File: src/rtl/sigma_delta_decimator.sv
// Third-order CIC decimator turning a 1-bit sigma-delta stream into
// signed PCM samples with a one-cycle valid strobe.
module sigma_delta_decimator #(
   parameter int DECIM = 64,
   parameter int OUT_W = 24
) (
   input  logic             clk,
   input  logic             reset,
   input  logic             bit_in,
   input  logic             bit_valid,
   output logic [OUT_W-1:0] sample_out,
   output logic             sample_valid
);

   localparam int LG    = $clog2(DECIM);
   localparam int ACC_W = 3 * LG + 1;
   // One guard bit keeps +DECIM^3 and -DECIM^3 distinct after the combs.
   localparam int W     = ACC_W + 1;
   localparam int SH    = OUT_W - ACC_W;

   localparam logic signed [OUT_W:0] POS_FS =
      (OUT_W+1)'(1) << (OUT_W - 1);
   localparam logic [OUT_W-1:0] MAX_POS =
      {1'b0, {(OUT_W-1){1'b1}}};

   logic [W-1:0]  i1, i2, i3;
   logic [W-1:0]  i1_n, i2_n, i3_n;
   logic [W-1:0]  step;
   logic [W-1:0]  snap;
   logic [W-1:0]  d1, d2, d3;
   logic [W-1:0]  c1, c2, c3;
   logic [LG-1:0] phase;
   logic          frame_end;
   logic          strobe;
   logic [1:0]    frames;
   logic signed [OUT_W:0] scaled;
   logic [OUT_W-1:0]      sat;

   always_comb begin
      step      = bit_in ? W'(1) : '1;
      i1_n      = i1 + step;
      i2_n      = i2 + i1_n;
      i3_n      = i3 + i2_n;
      frame_end = bit_valid && (phase == LG'(DECIM - 1));
   end

   always_comb begin
      c1     = snap - d1;
      c2     = c1 - d2;
      c3     = c2 - d3;
      scaled = (OUT_W+1)'(signed'(c3)) <<< SH;
      sat    = (scaled == POS_FS) ? MAX_POS : scaled[OUT_W-1:0];
   end

   always_ff @(posedge clk or negedge reset) begin
      if (!reset) begin
         i1    <= '0;
         i2    <= '0;
         i3    <= '0;
         phase <= '0;
      end else if (bit_valid) begin
         i1    <= i1_n;
         i2    <= i2_n;
         i3    <= i3_n;
         phase <= phase + LG'(1);
      end
   end

   // Snapshot frees the combs from integrators still moving next cycle.
   always_ff @(posedge clk or negedge reset) begin
      if (!reset) begin
         snap   <= '0;
         strobe <= 1'b0;
      end else begin
         strobe <= frame_end;
         if (frame_end)
            snap <= i3_n;
      end
   end

   always_ff @(posedge clk or negedge reset) begin
      if (!reset) begin
         d1           <= '0;
         d2           <= '0;
         d3           <= '0;
         frames       <= '0;
         sample_out   <= '0;
         sample_valid <= 1'b0;
      end else begin
         sample_valid <= 1'b0;
         if (strobe) begin
            d1 <= snap;
            d2 <= c1;
            d3 <= c2;
            if (frames != 2'd3)
               frames <= frames + 2'd1;
            else begin
               sample_out   <= sat;
               sample_valid <= 1'b1;
            end
         end
      end
   end

endmodule

File: config.mk
export PLATFORM = sky130hd
export DESIGN_NAME = sigma_delta_decimator
export DESIGN_NICKNAME = d
export VERILOG_FILES = /design/src/rtl/sigma_delta_decimator.sv
export SDC_FILE = /design/constraint.sdc
export NUM_CORES = 1
export LEC_CHECK = 0
export ABC_AREA = 1
export BUFFER_PORTS_ARGS = -buffer_cell sky130_fd_sc_hd__buf_2
export CAP_MARGIN = 20
export CORE_AREA = 2 2 180 182
export DETAILED_ROUTE_END_ITERATION = 12
export DIE_AREA = 0 0 182 184
export PLACE_DENSITY_LB_ADDON = 0.08
export REMOVE_ABC_BUFFERS = 1
export SYNTH_ARGS = -nofsm -noshare
export SYNTH_HDL_FRONTEND = slang
export SYNTH_SLANG_ARGS = --single-unit
File: constraint.sdc
create_clock -name clk -period 4.65 [get_ports clk]
set_clock_uncertainty 0.2 [all_clocks]
set_input_delay 0.2325 -clock clk [delete_from_list [all_inputs] [get_ports clk]]
set_output_delay 0.2325 -clock clk [all_outputs]
set_load 0.05 [all_outputs]
# Word-level counts from Yosys, hierarchy flattened
# Cells that the tools add are included.
dict set report word_totals {
  reg_bits 174
  in_bits 4
  output_inout_bits 25
  wordCells 31
}
dict set report classes {
  n_addsub 8
  n_eq_ne 3
  muxes 4
  n_bitwise 1
  reduce_logical 3
}
# operator count
set ops {}
lappend ops {{20-bit adder} 3}
lappend ops {{20-bit subtractor} 3}
lappend ops {{24-bit two-way mux} 1}
lappend ops {{20-bit == test (second input constant)} 1}
lappend ops {{20-bit two-way mux} 1}
lappend ops {{6-bit by 1-bit adder with 6-bit output (second input constant)} 1}
lappend ops {{6-bit == test (second input constant)} 1}
lappend ops {{2-bit AND reduction} 2}
lappend ops {{2-bit by 1-bit adder with 2-bit output (second input constant)} 1}
lappend ops {{1-bit two-way mux} 2}
lappend ops {{2-bit inequality test (second input constant)} 1}
lappend ops {{1-bit logical AND} 1}
lappend ops {{1-bit inverter} 1}

# Logic depth before layout (Yosys ltp)
dict set report logic_depth {
  word_depth 5
  ltp_mapped 34
  depth_no_buf 34
}

# Worst setup path before layout
# OpenSTA, ideal clock, no wires.
dict set report synth_timing {
  kind {input-to-reg}
  start {input bit_in}
  end {register i3[19]}
  arrival_time_ps 4622
  slack_ps -291
  stages 29
  n_path_buf 0
  path_cell_list {inv_1 ha_1 a21oi_1 nand2_1 a21boi_0 o21ai_1 nand2_1 nand2_1 a21boi_1 o21ai_0 nand2_1 nand3_1 and2_1 ha_1 inv_1 nor3_1 and2_1 nand3_1 nand3_1 xor2_1 ha_1 inv_1 nor3_1 nand2_1 or2_2 o311ai_0 nand3_1 nand3_1 nand2_1}
}
dict set report synth_via {
  elab_chain_len 4
}
# item line
set synth_lines {}
lappend synth_lines {{start: declaration} 9} ;# input logic bit_in,
lappend synth_lines {{20-bit two-way mux} 40} ;# step = bit_in ? W'(1) : '1;
lappend synth_lines {{20-bit adder} 41} ;# i1_n = i1 + step;
lappend synth_lines {{net i1_n[17]} 27} ;# logic [W-1:0] i1_n, i2_n, i3_n;
lappend synth_lines {{20-bit adder} 42} ;# i2_n = i2 + i1_n;
lappend synth_lines {{net i2_n[18]} 27}
lappend synth_lines {{20-bit adder} 43} ;# i3_n = i3 + i2_n;
lappend synth_lines {{end signal: assignment} 64} ;# i3 <= i3_n;
lappend synth_lines {{end: declaration} 26} ;# logic [W-1:0] i1, i2, i3;
# The timed path passes the listed nets, and every way through them passes these cells.
# A chain may end at the register's enable or synchronous reset.

# Worst setup path in the final report
dict set report layout_timing {
  start {register snap[3]}
  end {register sample_out[10]}
}
dict set report layout_via {
  elab_chain_len 5
}
# item line
set layout_lines {}
lappend layout_lines {{start: declaration} 29} ;# logic [W-1:0] snap;
lappend layout_lines {{start signal: assignment} 77} ;# snap <= i3_n;
lappend layout_lines {{20-bit subtractor} 48} ;# c1 = snap - d1;
lappend layout_lines {{net c1[18]} 31} ;# logic [W-1:0] c1, c2, c3;
lappend layout_lines {{20-bit subtractor} 49} ;# c2 = c1 - d2;
lappend layout_lines {{net c2[18]} 31}
lappend layout_lines {{20-bit subtractor} 50} ;# c3 = c2 - d3;
lappend layout_lines {{20-bit == test} 52} ;# sat = (scaled == POS_FS) ? MAX_POS : scaled[OUT_W-1:0];
lappend layout_lines {{24-bit two-way mux} 52}
lappend layout_lines {{end signal: assignment} 98} ;# sample_out <= sat;
lappend layout_lines {{end: declaration} 11} ;# output logic [OUT_W-1:0] sample_out,
# The timed path passes the listed nets, and every way through them passes these cells.

==> out/qor.csv <==
stage,metric,value,unit
floorplanning,core,31400,sq um
worst_setup_path,critical-path-max-stage-delay,420,ps
floorplanning,rows,65,
worst_setup_path,r2r_slack,-410,ps
floorplanning,dieArea,33500,sq um
cells_and_area,ff_latch_area,4260,sq um
clock_network,clkLatencyLatePin,460,ps
route,avgViaCountPerCell,4.80,
yosys,synthArstFlopShare,100,%
route,post_drt_wl_per_cell,13.7,um
place,placement.io_buffers,28,
floorplanning,die_w,182,um
cells_and_area,num-nets-final,2240,
run_status,violations,negative setup slack,
yosys,yosys-top-cells-area,"dfrtp_1 (34%), nand2_1 (15%), ha_1 (12%), inv_1 (5.8%), o21ai_0 (5.4%)",
yosys,post-synth-top-count-cell,nand2_1,
yosys,ys_types,48,
sta,slew_violations,0,
clock_network,cts_htree_levels,4,
route,dr.pass1.iters,6,
worst_setup_path,crit_path_start,snap[3],
worst_setup_path,crit_buf_inv,11,
global_route,use_met2,42.1,%
yosys,ys_warn_count,0,
global_route,grt_remaining_overflow,0,
global_route,grt_pass1_wl,56700,um
worst_setup_path,worst-path-max-fanout,8,
clock_network,cts_tree,yes,
sta,min_period_over_period,109,%
route,drc,0,
yosys,synth_seq_cells,170,
yosys,synth_area_per_cell,7.35,sq um
global_route,track_usage,20.9,%
clock_network,clk_root_buffer_cell,clkbuf_16,
floorplanning,initial_core_util,39.7,%
cells_and_area,area_delta_synth_final,48.6,%
job,max_cap_violations,0,
yosys,synth_top_cell_by_area,dfrtp_1,
worst_setup_path,cp-start-kind,register,
worst_setup_path,timing.rr.end,sample_out[10],
place,dp_hpwl,24700,um
yosys,syn-cell-area,12500,sq um
worst_hold_path,hold_class,primary input to async pin,
worst_setup_path,cp.required,4830,ps
clock_network,cts.sinks,170,
global_route,busiest_layer,met2,
route,dr.first_iter.drc_count,484,
worst_setup_path,r2r-start,snap[3],
floorplanning,io-pin-count,29,
clock_network,clk_pin_slew,70,ps
sta,timing.slew.headroom,48.5,%
sta,hold_violations,0,
yosys,yosysTopAreaCellShare,34.2,%
cells_and_area,n_antenna_cell,0,
cells_and_area,multi_input_area,9110,sq um
sta,fin_crit,5060,ps
cells_and_area,post-route-util,59.0,%
worst_setup_path,cpMostUsedCell,buf_4,
yosys,synth.yosys.seq_area_share,34.2,%
sta,setup_viol,24,
global_route,antenna_found_initial,0,
cells_and_area,drive_gt1_share,37.8,%
worst_setup_path,slowest_stage,dfrtp_1,
floorplanning,die_h,184,um
yosys,synth_top_cells_by_count,"nand2_1 (514), inv_1 (191), dfrtp_1 (170)",
place,place_congestion,0.873,
sta,rsz0062_at_grt,yes,
worst_setup_path,reg2reg_depth,31,
route,ant_nets,0,
route,vias,12100,
clock_network,clockBufferDepth,2,
run_status,run_status,finished with violations,
yosys,syn_inst,1693,
global_route,grt_max_degree,116,
worst_setup_path,crit_family,simple AND/OR/NAND/NOR gates,
global_route,grt_use_met3,2.24,%
sta,fin_ws,-405,ps
sta,clock.fmax,198,MHz
global_route,gr-usage-met1,21.9,%
worst_setup_path,endpoint_kind,register,
yosys,synth_ff_type,dfrtp_1,
global_route,grt_pass1_vias,12300,
cells_and_area,n_fill_cell,2864,
route,drt_wl_total,34700,um
worst_setup_path,path_class,register to register,
worst_setup_path,crit_arrival,5230,ps
clock_network,cts_buffers,17,
sta,worst_slew_pin_slew,773,ps
yosys,synth-edff-count,0,
layer usage:
metal / vias to the layer above / part of all wire [%]
li1: 6383 / -
met1: 5579 / 40
met2: 123 / 55
met3: 62 / 1.3
met4: 0 / 3.2
met5: - / 0
final cells by class:
| cell class | instances | share of cell area, % |
|---|---|---|
| Sequential cell | 170 | 23.0 |
| Inverter | 198 | 4.05 |
| Clock buffer | 21 | 2.49 |
| Timing Repair Buffer | 438 | 17.9 |
| Clock inverter | 11 | 0.622 |
| Tap cell | 402 | 2.72 |
| Multi-Input combinational cell | 1290 | 49.2 |
cells in the final DEF (no fill, tap or decap), types with 10 or more instances in the layout:
cell / netlist / final
a21o_1: 10 / 10
a21oi_1: 104 / 51
a21oi_2: 2 / 49
buf_2: 1 / 27
buf_4: 4 / 393
buf_6: 1 / 13
clkbuf_16: 0 / 17
dfrtp_1: 170 / 169
ha_1: 115 / 78
ha_4: 0 / 35
inv_1: 191 / 170
inv_2: 7 / 26
nand2_1: 514 / 463
nand2_2: 13 / 52
nand2_4: 0 / 12
nand3_1: 100 / 78
nand3_2: 8 / 28
nand4_1: 21 / 21
nor2_1: 73 / 59
nor2_4: 0 / 10
o21ai_0: 134 / 107
o21ai_1: 6 / 14
o21ai_2: 3 / 20
xnor2_1: 26 / 17
xor2_1: 58 / 31
xor2_2: 0 / 21
flip-flops by register name, indices dropped and copies added, names as in the netlist, 2 cells and up:
name,flops
d2,20
i3,20
snap,20
i2,20
frames,2
i1,20
d1,20
phase,6
d3,20
sample_out,20
kinds of logic (layout without fill, tap and decap cells):
family          count (synthesis)  in the layout  synth area share [%]
mux                             1              1                0.0904
simple gates                  781            783                  26.8
flops                         170            170                  34.2
compound gates                301            301                  13.3
fa+ha+maj                     121            121                  12.5
buf+inv                       235            668                  7.27
xor+xnor                       84             84                  5.91
stage by stage:
stage                     cells  setup WS (ps)  TNS (ps)  area [sq um]  hold WS, ps
after CTS                  2498           -448     -8420         17000          104
final                      2530           -405     -7340         18500         95.6
after global routing       2530           -669    -13900         18500          148
after global placement     2423           -880    -21720         15500         20.8
after floorplan            1656           -289     -1420         12300         -263
after detailed placement   2423           -972    -24010         15500         20.1
worst max path at each step:
stage | endpoint | slack (ps) | cells past startpoint
after global routing | sample_out[10] | -670 | 31
final | sample_out[10] | -410 | 31
after detailed placement | sample_out[8] | -970 | 28
after floorplan | snap[19] | -290 | 29
after global placement | sample_out[20] | -880 | 28
after CTS | sample_out[19] | -450 | 29
repair_timing:
action / 4_1_cts / 5_1_grt
hold buffers: 2 / 0
buffers inserted: 40 / 35
pin swaps: 67 / 168
resized for setup: 131 / 258
endpoints found under the hold margin: 56 / 0
setup endpoints to repair: 37 / 42
gates cloned: 2 / 0
Power is not shown: default switching activity piles up to over one toggle a cycle in this logic, so the estimate is an artifact.
